`src/rtl/dpram_arbiter_if.sv`:
```
// -----------------------------------------------------------------------------
// dpram_arbiter_if
// One requester's connection to dpram_arbiter.
//   valid      requester -> arbiter  request present (held until ack)
//   write      requester -> arbiter  1 = write, 0 = read
//   addr       requester -> arbiter  request address
//   wdata      requester -> arbiter  write data
//   ack        arbiter -> requester  request accepted this cycle (combinational)
//   rsp_valid  arbiter -> requester  read data for this requester valid
//   rsp_data   arbiter -> requester  read data
// -----------------------------------------------------------------------------
interface dpram_arbiter_if #(
    parameter int ADDR_WIDTH = 8,
    parameter int DATA_WIDTH = 8
);
    logic                  valid;
    logic                  write;
    logic [ADDR_WIDTH-1:0] addr;
    logic [DATA_WIDTH-1:0] wdata;
    logic                  ack;
    logic                  rsp_valid;
    logic [DATA_WIDTH-1:0] rsp_data;

    modport master (output valid, write, addr, wdata,
                    input  ack, rsp_valid, rsp_data);
    modport slave  (input  valid, write, addr, wdata,
                    output ack, rsp_valid, rsp_data);
endinterface

```
`src/rtl/dpram_arbiter.sv`:
```
// -----------------------------------------------------------------------------
// dpram_arbiter
// Shares one dual-port RAM (one write port, one registered read port) between
// two requesters. Writes and reads each have their own round-robin pointer, so
// one write and one read can issue per cycle.
//   clk            sole clock (also clocks the RAM externally)
//   rst            synchronous reset, active-high
//   req0, req1     requester interfaces (slave side)
//   ram_wr_addr_o  RAM write address (registered)
//   ram_wr_en_o    RAM write enable, one-cycle pulse per write (registered)
//   ram_wr_data_o  RAM write data (registered)
//   ram_rd_addr_o  RAM read address (registered, holds when idle)
//   ram_rd_data_i  RAM read data, valid two cycles after the read ack
// -----------------------------------------------------------------------------
module dpram_arbiter #(
    parameter int ADDR_WIDTH = 8,
    parameter int DATA_WIDTH = 8
) (
    input  logic                  clk,
    input  logic                  rst,
    dpram_arbiter_if.slave        req0,
    dpram_arbiter_if.slave        req1,
    output logic [ADDR_WIDTH-1:0] ram_wr_addr_o,
    output logic                  ram_wr_en_o,
    output logic [DATA_WIDTH-1:0] ram_wr_data_o,
    output logic [ADDR_WIDTH-1:0] ram_rd_addr_o,
    input  logic [DATA_WIDTH-1:0] ram_rd_data_i
);

    logic                  wr_last_q, wr_last_d;
    logic                  rd_last_q, rd_last_d;
    logic                  wr_en_q, wr_en_d;
    logic [ADDR_WIDTH-1:0] wr_addr_q, wr_addr_d;
    logic [DATA_WIDTH-1:0] wr_data_q, wr_data_d;
    logic [ADDR_WIDTH-1:0] rd_addr_q, rd_addr_d;
    logic                  tag1_v_q, tag1_v_d, tag1_o_q, tag1_o_d;
    logic                  tag2_v_q, tag2_o_q;

    logic                  wr_cand0, wr_cand1, rd_cand0, rd_cand1;
    logic                  wr_any, rd_any, wr_sel, rd_sel;
    logic                  wr_fire, rd_fire, rd_hazard;
    logic [ADDR_WIDTH-1:0] wr_addr_sel, rd_addr_sel;
    logic [DATA_WIDTH-1:0] wr_data_sel;

    // Fields of an idle requester are never looked at: every use is gated by valid.
    assign wr_cand0 = req0.valid && req0.write;
    assign wr_cand1 = req1.valid && req1.write;
    assign rd_cand0 = req0.valid && !req0.write;
    assign rd_cand1 = req1.valid && !req1.write;

    assign wr_any = wr_cand0 || wr_cand1;
    assign rd_any = rd_cand0 || rd_cand1;

    // On a tie, grant the requester that did not win the previous grant.
    assign wr_sel = (wr_cand0 && wr_cand1) ? !wr_last_q : wr_cand1;
    assign rd_sel = (rd_cand0 && rd_cand1) ? !rd_last_q : rd_cand1;

    assign wr_addr_sel = wr_sel ? req1.addr  : req0.addr;
    assign wr_data_sel = wr_sel ? req1.wdata : req0.wdata;
    assign rd_addr_sel = rd_sel ? req1.addr  : req0.addr;

    // A read colliding with this cycle's write or with the write still sitting
    // in the RAM write register is held off, so it always returns the new data.
    assign rd_hazard = rd_any &&
                       ((wr_any && (rd_addr_sel == wr_addr_sel)) ||
                        (wr_en_q && (rd_addr_sel == wr_addr_q)));

    assign wr_fire = wr_any && !rst;
    assign rd_fire = rd_any && !rd_hazard && !rst;

    assign req0.ack = (wr_fire && !wr_sel) || (rd_fire && !rd_sel);
    assign req1.ack = (wr_fire &&  wr_sel) || (rd_fire &&  rd_sel);

    always_comb begin
        wr_last_d = wr_last_q;
        rd_last_d = rd_last_q;
        wr_en_d   = wr_fire;
        wr_addr_d = wr_addr_q;
        wr_data_d = wr_data_q;
        rd_addr_d = rd_addr_q;
        tag1_v_d  = rd_fire;
        tag1_o_d  = rd_sel;
        if (wr_fire) begin
            wr_last_d = wr_sel;
            wr_addr_d = wr_addr_sel;
            wr_data_d = wr_data_sel;
        end
        if (rd_fire) begin
            rd_last_d = rd_sel;
            rd_addr_d = rd_addr_sel;
        end
    end

    always_ff @(posedge clk) begin
        if (rst) begin
            wr_last_q <= 1'b1;
            rd_last_q <= 1'b1;
            wr_en_q   <= 1'b0;
            wr_addr_q <= '0;
            wr_data_q <= '0;
            rd_addr_q <= '0;
            tag1_v_q  <= 1'b0;
            tag1_o_q  <= 1'b0;
            tag2_v_q  <= 1'b0;
            tag2_o_q  <= 1'b0;
        end else begin
            wr_last_q <= wr_last_d;
            rd_last_q <= rd_last_d;
            wr_en_q   <= wr_en_d;
            wr_addr_q <= wr_addr_d;
            wr_data_q <= wr_data_d;
            rd_addr_q <= rd_addr_d;
            tag1_v_q  <= tag1_v_d;
            tag1_o_q  <= tag1_o_d;
            tag2_v_q  <= tag1_v_q;
            tag2_o_q  <= tag1_o_q;
        end
    end

    assign ram_wr_en_o   = wr_en_q;
    assign ram_wr_addr_o = wr_addr_q;
    assign ram_wr_data_o = wr_data_q;
    assign ram_rd_addr_o = rd_addr_q;

    // Read data passes straight through; only the owner's valid is raised.
    assign req0.rsp_valid = tag2_v_q && !tag2_o_q;
    assign req1.rsp_valid = tag2_v_q &&  tag2_o_q;
    assign req0.rsp_data  = ram_rd_data_i;
    assign req1.rsp_data  = ram_rd_data_i;

endmodule

```
`src/flat_wrapper.sv`:
```
// flat-port wrapper written by rule: the top's interface ports become plain ports
module dpram_arbiter_flat 
#(
    parameter int ADDR_WIDTH = 8,
    parameter int DATA_WIDTH = 8
)
  (clk, rst, ram_wr_addr_o, ram_wr_en_o, ram_wr_data_o, ram_rd_addr_o, ram_rd_data_i, req0_valid, req0_write, req0_addr, req0_wdata, req0_ack, req0_rsp_valid, req0_rsp_data, req1_valid, req1_write, req1_addr, req1_wdata, req1_ack, req1_rsp_valid, req1_rsp_data);
  dpram_arbiter_if #(.ADDR_WIDTH(ADDR_WIDTH), .DATA_WIDTH(DATA_WIDTH)) req0_i ();
  dpram_arbiter_if #(.ADDR_WIDTH(ADDR_WIDTH), .DATA_WIDTH(DATA_WIDTH)) req1_i ();
  input  logic clk;
  input  logic rst;
  output logic [ADDR_WIDTH-1:0] ram_wr_addr_o;
  output logic ram_wr_en_o;
  output logic [DATA_WIDTH-1:0] ram_wr_data_o;
  output logic [ADDR_WIDTH-1:0] ram_rd_addr_o;
  input  logic [DATA_WIDTH-1:0] ram_rd_data_i;
  input wire logic [$bits(req0_i.valid)-1:0] req0_valid;
  input wire logic [$bits(req0_i.write)-1:0] req0_write;
  input wire logic [$bits(req0_i.addr)-1:0] req0_addr;
  input wire logic [$bits(req0_i.wdata)-1:0] req0_wdata;
  output wire logic [$bits(req0_i.ack)-1:0] req0_ack;
  output wire logic [$bits(req0_i.rsp_valid)-1:0] req0_rsp_valid;
  output wire logic [$bits(req0_i.rsp_data)-1:0] req0_rsp_data;
  input wire logic [$bits(req1_i.valid)-1:0] req1_valid;
  input wire logic [$bits(req1_i.write)-1:0] req1_write;
  input wire logic [$bits(req1_i.addr)-1:0] req1_addr;
  input wire logic [$bits(req1_i.wdata)-1:0] req1_wdata;
  output wire logic [$bits(req1_i.ack)-1:0] req1_ack;
  output wire logic [$bits(req1_i.rsp_valid)-1:0] req1_rsp_valid;
  output wire logic [$bits(req1_i.rsp_data)-1:0] req1_rsp_data;
  assign req0_i.valid = req0_valid;
  assign req0_i.write = req0_write;
  assign req0_i.addr = req0_addr;
  assign req0_i.wdata = req0_wdata;
  assign req0_ack = req0_i.ack;
  assign req0_rsp_valid = req0_i.rsp_valid;
  assign req0_rsp_data = req0_i.rsp_data;
  assign req1_i.valid = req1_valid;
  assign req1_i.write = req1_write;
  assign req1_i.addr = req1_addr;
  assign req1_i.wdata = req1_wdata;
  assign req1_ack = req1_i.ack;
  assign req1_rsp_valid = req1_i.rsp_valid;
  assign req1_rsp_data = req1_i.rsp_data;
  dpram_arbiter #(.ADDR_WIDTH(ADDR_WIDTH), .DATA_WIDTH(DATA_WIDTH)) u_core (.clk(clk), .rst(rst), .req0(req0_i), .req1(req1_i), .ram_wr_addr_o(ram_wr_addr_o), .ram_wr_en_o(ram_wr_en_o), .ram_wr_data_o(ram_wr_data_o), .ram_rd_addr_o(ram_rd_addr_o), .ram_rd_data_i(ram_rd_data_i));
endmodule
```
`config.mk`:
```
export PLATFORM = sky130hd
export DESIGN_NAME = dpram_arbiter_flat
export DESIGN_NICKNAME = d
export VERILOG_FILES = /design/src/rtl/dpram_arbiter_if.sv /design/src/rtl/dpram_arbiter.sv /design/src/flat_wrapper.sv
export SDC_FILE = /design/constraint.sdc
export NUM_CORES = 1
export LEC_CHECK = 0
export CAP_MARGIN = 0
export CORE_UTILIZATION = 44
export DETAILED_ROUTE_END_ITERATION = 6
export DONT_BUFFER_PORTS = 1
export SLEW_MARGIN = 20
export SYNTH_ARGS = -nofsm -noshare
export SYNTH_HDL_FRONTEND = slang
export SYNTH_SLANG_ARGS = --single-unit
```
`constraint.sdc`:
```
create_clock -name clk -period 2.3 [get_ports clk]
set_input_delay 0.23 -clock clk [delete_from_list [all_inputs] [get_ports clk]]
set_output_delay 0.23 -clock clk [all_outputs]
set_load 0.01 [all_outputs]
```
* Word-level counts from Yosys, hierarchy flattened
Index checks and enable logic that the tools add are counted.
W data, S select, Z words.
** Word-level totals
- Register bits :: 31
- Input port bits :: 46
** Cells by class
- Equal/unequal tests :: 2
- Mux-type cells :: 5
- Reductions and logical operators :: 32
** Operators with widths (count)
- $mux W8 :: 3
- $logic_and A1 B1 Y1 :: 18
- $eq A8 B8 Y1 :: 2
- $logic_not A1 Y1 :: 9
- $logic_or A1 B1 Y1 :: 5
- $mux W1 :: 2

* Logic depth before layout (Yosys ltp)
- Word-level depth :: 14
- Mapped depth :: 8
- Gate-level depth less buffers :: 7

* Worst setup path before layout
No wires, ideal clock.
- Path type :: reg-to-reg
- Start point :: register u_core.rd_last_q
- End point :: register u_core.rd_addr_q[0] (netlist: u_core.ram_rd_addr_o[0])
- Data arrival time :: 2.153 ns
- Required time :: 2.179 ns
- Setup slack :: 0.026 ns
- Stages on the path, launching flop included :: 9
- Cell sequence :: dfxtp_1 -> nand3b_4 -> buf_6 -> and3_4 -> or3_1 -> a222oi_1 -> nand4_2 -> nand2_4 -> mux2_4
** On the way
- Word-level cells in the longest chain between the ends :: 10
** RTL lines
- from (decl) :: RTL line dpram_arbiter.sv:31 : logic rd_last_q, rd_last_d;
- from (signal assigned) :: RTL line dpram_arbiter.sv:108 : rd_last_q <= rd_last_d;
- $logic_not A1 Y1 (*) :: RTL line dpram_arbiter.sv:56 : assign rd_sel = (rd_cand0 && rd_cand1) ? !rd_last_q : rd_cand1;
- $mux W1 (*) :: RTL line dpram_arbiter.sv:56
- $mux W8 (*) :: RTL line dpram_arbiter.sv:60 : assign rd_addr_sel = rd_sel ? req1.addr : req0.addr;
- $eq A8 B8 Y1 (on tied branches) :: RTL line dpram_arbiter.sv:65, dpram_arbiter.sv:66
- $logic_and A1 B1 Y1 (on tied branches) :: RTL line dpram_arbiter.sv:65, dpram_arbiter.sv:66
- $logic_or A1 B1 Y1 :: RTL line dpram_arbiter.sv:65 : ((wr_any && (rd_addr_sel == wr_addr_sel)) ||
- $logic_and A1 B1 Y1 :: RTL line dpram_arbiter.sv:64 : assign rd_hazard = rd_any &&
- $logic_not A1 Y1 :: RTL line dpram_arbiter.sv:69 : assign rd_fire = rd_any && !rd_hazard && !rst;
- $logic_and A1 B1 Y1 (2 in a row) :: RTL line dpram_arbiter.sv:69
- to (signal assigned) :: RTL line dpram_arbiter.sv:112 : rd_addr_q <= rd_addr_d;
- to (decl) :: RTL line dpram_arbiter.sv:35 : logic [ADDR_WIDTH-1:0] rd_addr_q, rd_addr_d;
Every way passes the cells marked *; elsewhere a longest branch is shown, timed or not.
A chain may end at the register's enable or synchronous reset.

* Final worst setup path
- Start point :: register u_core.rd_last_q
- End point :: output req0_ack
** On the way
- Word-level cells in the longest chain between the ends :: 12
** RTL lines
- $logic_not A1 Y1 (*) :: RTL line dpram_arbiter.sv:56
- $mux W1 (*) :: RTL line dpram_arbiter.sv:56
- $mux W8 :: RTL line dpram_arbiter.sv:60
- $eq A8 B8 Y1 (on tied branches) :: RTL line dpram_arbiter.sv:65, dpram_arbiter.sv:66
- $logic_and A1 B1 Y1 (on tied branches) :: RTL line dpram_arbiter.sv:65, dpram_arbiter.sv:66
- $logic_or A1 B1 Y1 :: RTL line dpram_arbiter.sv:65
- $logic_and A1 B1 Y1 :: RTL line dpram_arbiter.sv:64
- $logic_not A1 Y1 :: RTL line dpram_arbiter.sv:69
- $logic_and A1 B1 Y1 (2 in a row) :: RTL line dpram_arbiter.sv:69
- $logic_and A1 B1 Y1 (*) :: RTL line dpram_arbiter.sv:71 : assign req0.ack = (wr_fire && !wr_sel) || (rd_fire && !rd_sel);
- $logic_or A1 B1 Y1 (*) :: RTL line dpram_arbiter.sv:71
- to (decl) :: RTL line flat_wrapper.sv:21 : output wire logic [$bits(req0_i.ack)-1:0] req0_ack;
Marks and branches as above.

==> metrics.cfg <==
[worst_hold_path]
min-delay-path-class=input pin to flop
worstHoldStart=rst
hold_depth=1
min_to=u_core.ram_wr_addr_o[5]

[setup_path]
critical_path_class=flop to output port
cpMaxStageDelayCell=a222oi_1
rr_worst_depth=9
cp.required_ns=2.07
path_max_fanout=7
r2r_slack_ns=-0.09
crit_arrival_ns=2.17
max_stage_delay_ns=0.43
cp-start-kind=flop
crit_chain=nand3b_4 -> and3_4 -> or3_1 -> a222oi_1 -> nand4_2 -> a31oi_2 -> nor2_2
cp-end-kind=output port
r2r-end=u_core.ram_rd_addr_o[0]
r2r_start=u_core.rd_last_q

[run]
drv.max_cap_violation_count=0

[clock_network]
cts_tree=yes
cts_sinks=31
insertion_delay_ns=0.28
root_buffer=clkbuf_8
cts_buffer_depth=2
numCtsBuffers=5
cts.clk_slew.worst_paths_ns=0.07
htree_num_levels=2

[run_status]
failed_checks=setup timing
outcome=finished, violations left

[route]
firstDrtPassIters=4
detail-route-antenna-nets=0
drcViolationCount=0
finalWirelength_mm=4.54
via_per_inst=5.99
wire_per_inst_um=17.5
drt_iter0_markers=93
vias=1557

[sta]
slew_headroom_pct=61.4
whs_ns=0.0202
layout_setup_ws_ns=-0.105
finClkSkew_ns=0.00546
slew_viol_final=0
max_freq_mhz=416
tightestPinTransition_ns=0.577
rsz0062_at_grt=true
fin_crit_ns=2.40
period_share_pct=105
final_hold_viol_count=0
setup_viol_count_final=8

[final_layout]
antenna_cells=0
area_growth_pct=13.1
drive_gt1_share_pct=25.5
final_nets=258

[grt]
grt_max_degree=39
grt_use_total_pct=20.6
grt_pass1_vias=1501
grt-ovfl-total=0
grt_pass1_wl_mm=6.80
antenna_found_initial=0

[pwr]
powerDensity_nw_per_um2=644
power.total_mw=1.31
ir_worst_vdd_mv=0.355
leakage_nw=0.808

[synthesis]
postSynthCellCount=210
synth_nets=256
synth_cell_type_count=36
yosysSeqAreaShare_pct=34.6
ys_warn_count=0
syn_area_um2=1790
ys_ff_latch=31
synth_top_area_cell=dfxtp_1
synth_area_leaders=dfxtp_1, buf_4, a21oi_1
synth_top_area_share_pct=34.6
syn_area_per_cell_um2=8.54

[floorplanning]
core.rowCount=22
core_area_um2=3770
start_util_pct=47.6
dieWidth_um=65.9
die_area_um2=4340
ios=91
die_h_um=65.9

[placement]
dp_hpwl_mm=3.23
port_buffers=0
gp_congestion=0.775

per-stage QoR:
| stage | instances | setup TNS, ns | instance area (um^2) | worst slack [ns] | utilization [%] |
|---|---|---|---|---|---|
| floorplan | 210 | 0 | 1790 | 0.0259 | - |
| global placement | 250 | -0.00443 | 1840 | -0.00128 | 48.9 |
| CTS | 259 | -0.123 | 1960 | -0.0878 | 52.0 |
| detailed placement | 250 | -0.172 | 1840 | -0.0374 | 48.9 |
| finish | 260 | -0.634 | 2030 | -0.105 | 53.8 |
| global route | 260 | -1.10 | 2030 | -0.167 | 53.8 |
logic make-up after synthesis:
logic type	count (synthesis)	synth area share [%]
multiplexers	13	8.65
AO/OA/AOI/OAI	60	21.1
XOR/XNOR	8	3.91
AND/OR/NAND/NOR	71	22.1
buffers and inverters	27	9.62
flip-flops	31	34.6
power by group:
part           switching [mW]  leakage, nW  total (mW)  internal (mW)
combinational           0.121        0.505       0.248          0.128
clock                   0.193       0.0470       0.428          0.234
sequential             0.0515        0.256       0.632          0.580
flip-flops by register name, summed over array words and instances, names as in the netlist:
| register | cells |
|---|---|
| u_core.ram_rd_addr_o | 8 |
| u_core.ram_wr_addr_o | 8 |
| u_core.ram_wr_data_o | 8 |
| u_core.ram_wr_en_o | 1 |
| u_core.rd_last_q | 1 |
| u_core.tag1_o_q | 1 |
| u_core.tag1_v_q | 1 |
| u_core.tag2_o_q | 1 |
| u_core.tag2_v_q | 1 |
| u_core.wr_last_q | 1 |
layout by cell type, fill, tap and decap left out, drive strengths merged, types with 2 or more instances in the layout:
cell type / instances
a22oi: 8
nor2: 19
mux2i: 8
nor4: 4
o21ai: 8
a311oi: 3
mux2: 5
and2: 2
and3b: 2
a21boi: 4
clkbuf: 6
nand2: 13
and3: 8
or3: 3
nor2b: 9
dfxtp: 31
xor2: 8
a31oi: 3
nand3: 6
buf: 22
a211oi: 8
a21oi: 23
critical path, delay by kind of cell (launching register included):
kind               cells  cell delay, ns
and+or+nand+nor        5            0.88
DFF                    1            0.36
AOI/OAI and AO/OA      2            0.65
layout make-up:
| type | instances | area (um^2) |
|---|---|---|
| Clock buffer | 6 | 82.6 |
| Clock inverter | 1 | 5.00 |
| Fill cell | 350 | 1740 |
| Multi-Input combinational cell | 152 | 1080 |
| Sequential cell | 31 | 624 |
| Tap cell | 48 | 60.1 |
| Timing Repair Buffer | 22 | 181 |
Yosys cell counts, drive strengths merged:
library cell  number
nand2b             1
a211o              1
buf               19
a22oi              8
a31oi              3
and3               8
nor2b              9
a211oi             8
nor2              19
dfxtp             31
mux2               5
and2               2
nand4              1
a222oi             1
and3b              2
nor4               4
mux2i              8
or2b               1
a21oi             23
a311oi             3
xor2               8
or3                3
nand3              6
o21ai              8
nor3               1
nand3b             1
a221o              1
clkbuf             8
nand2             13
a21boi             4
how the worst max path moves through the flow:
stage,start,end,slack [ns],cells after the start
after CTS,u_core.rd_last_q,req0_ack,-0.09,7
after floorplan,u_core.rd_last_q,u_core.ram_rd_addr_o[0],0.03,8
after detailed placement,u_core.rd_last_q,u_core.ram_rd_addr_o[0],-0.04,7
after global routing,u_core.rd_last_q,req0_ack,-0.17,7
final,u_core.rd_last_q,req0_ack,-0.10,7
after global placement,u_core.rd_last_q,u_core.ram_rd_addr_o[4],-0.001,7
what timing repair did:
item / CTS / global route
pin swaps: 10 / 2
endpoints found under the setup margin: 10 / 11
setup buffers: 2 / 1
hold buffers: 0 / 0
resized for setup: 7 / 15
endpoints found under the hold margin: 0 / 0
routing by layer:
metal	share of wire (%)	vias to the layer above	global-route usage (%)
li1	-	755	-
met1	38	722	23.9
met2	49	63	32.7
met3	11	17	9.83
met4	1.4	0	7.07
met5	0	-	0
No activity file was read; power rests on OpenSTA's default activity.
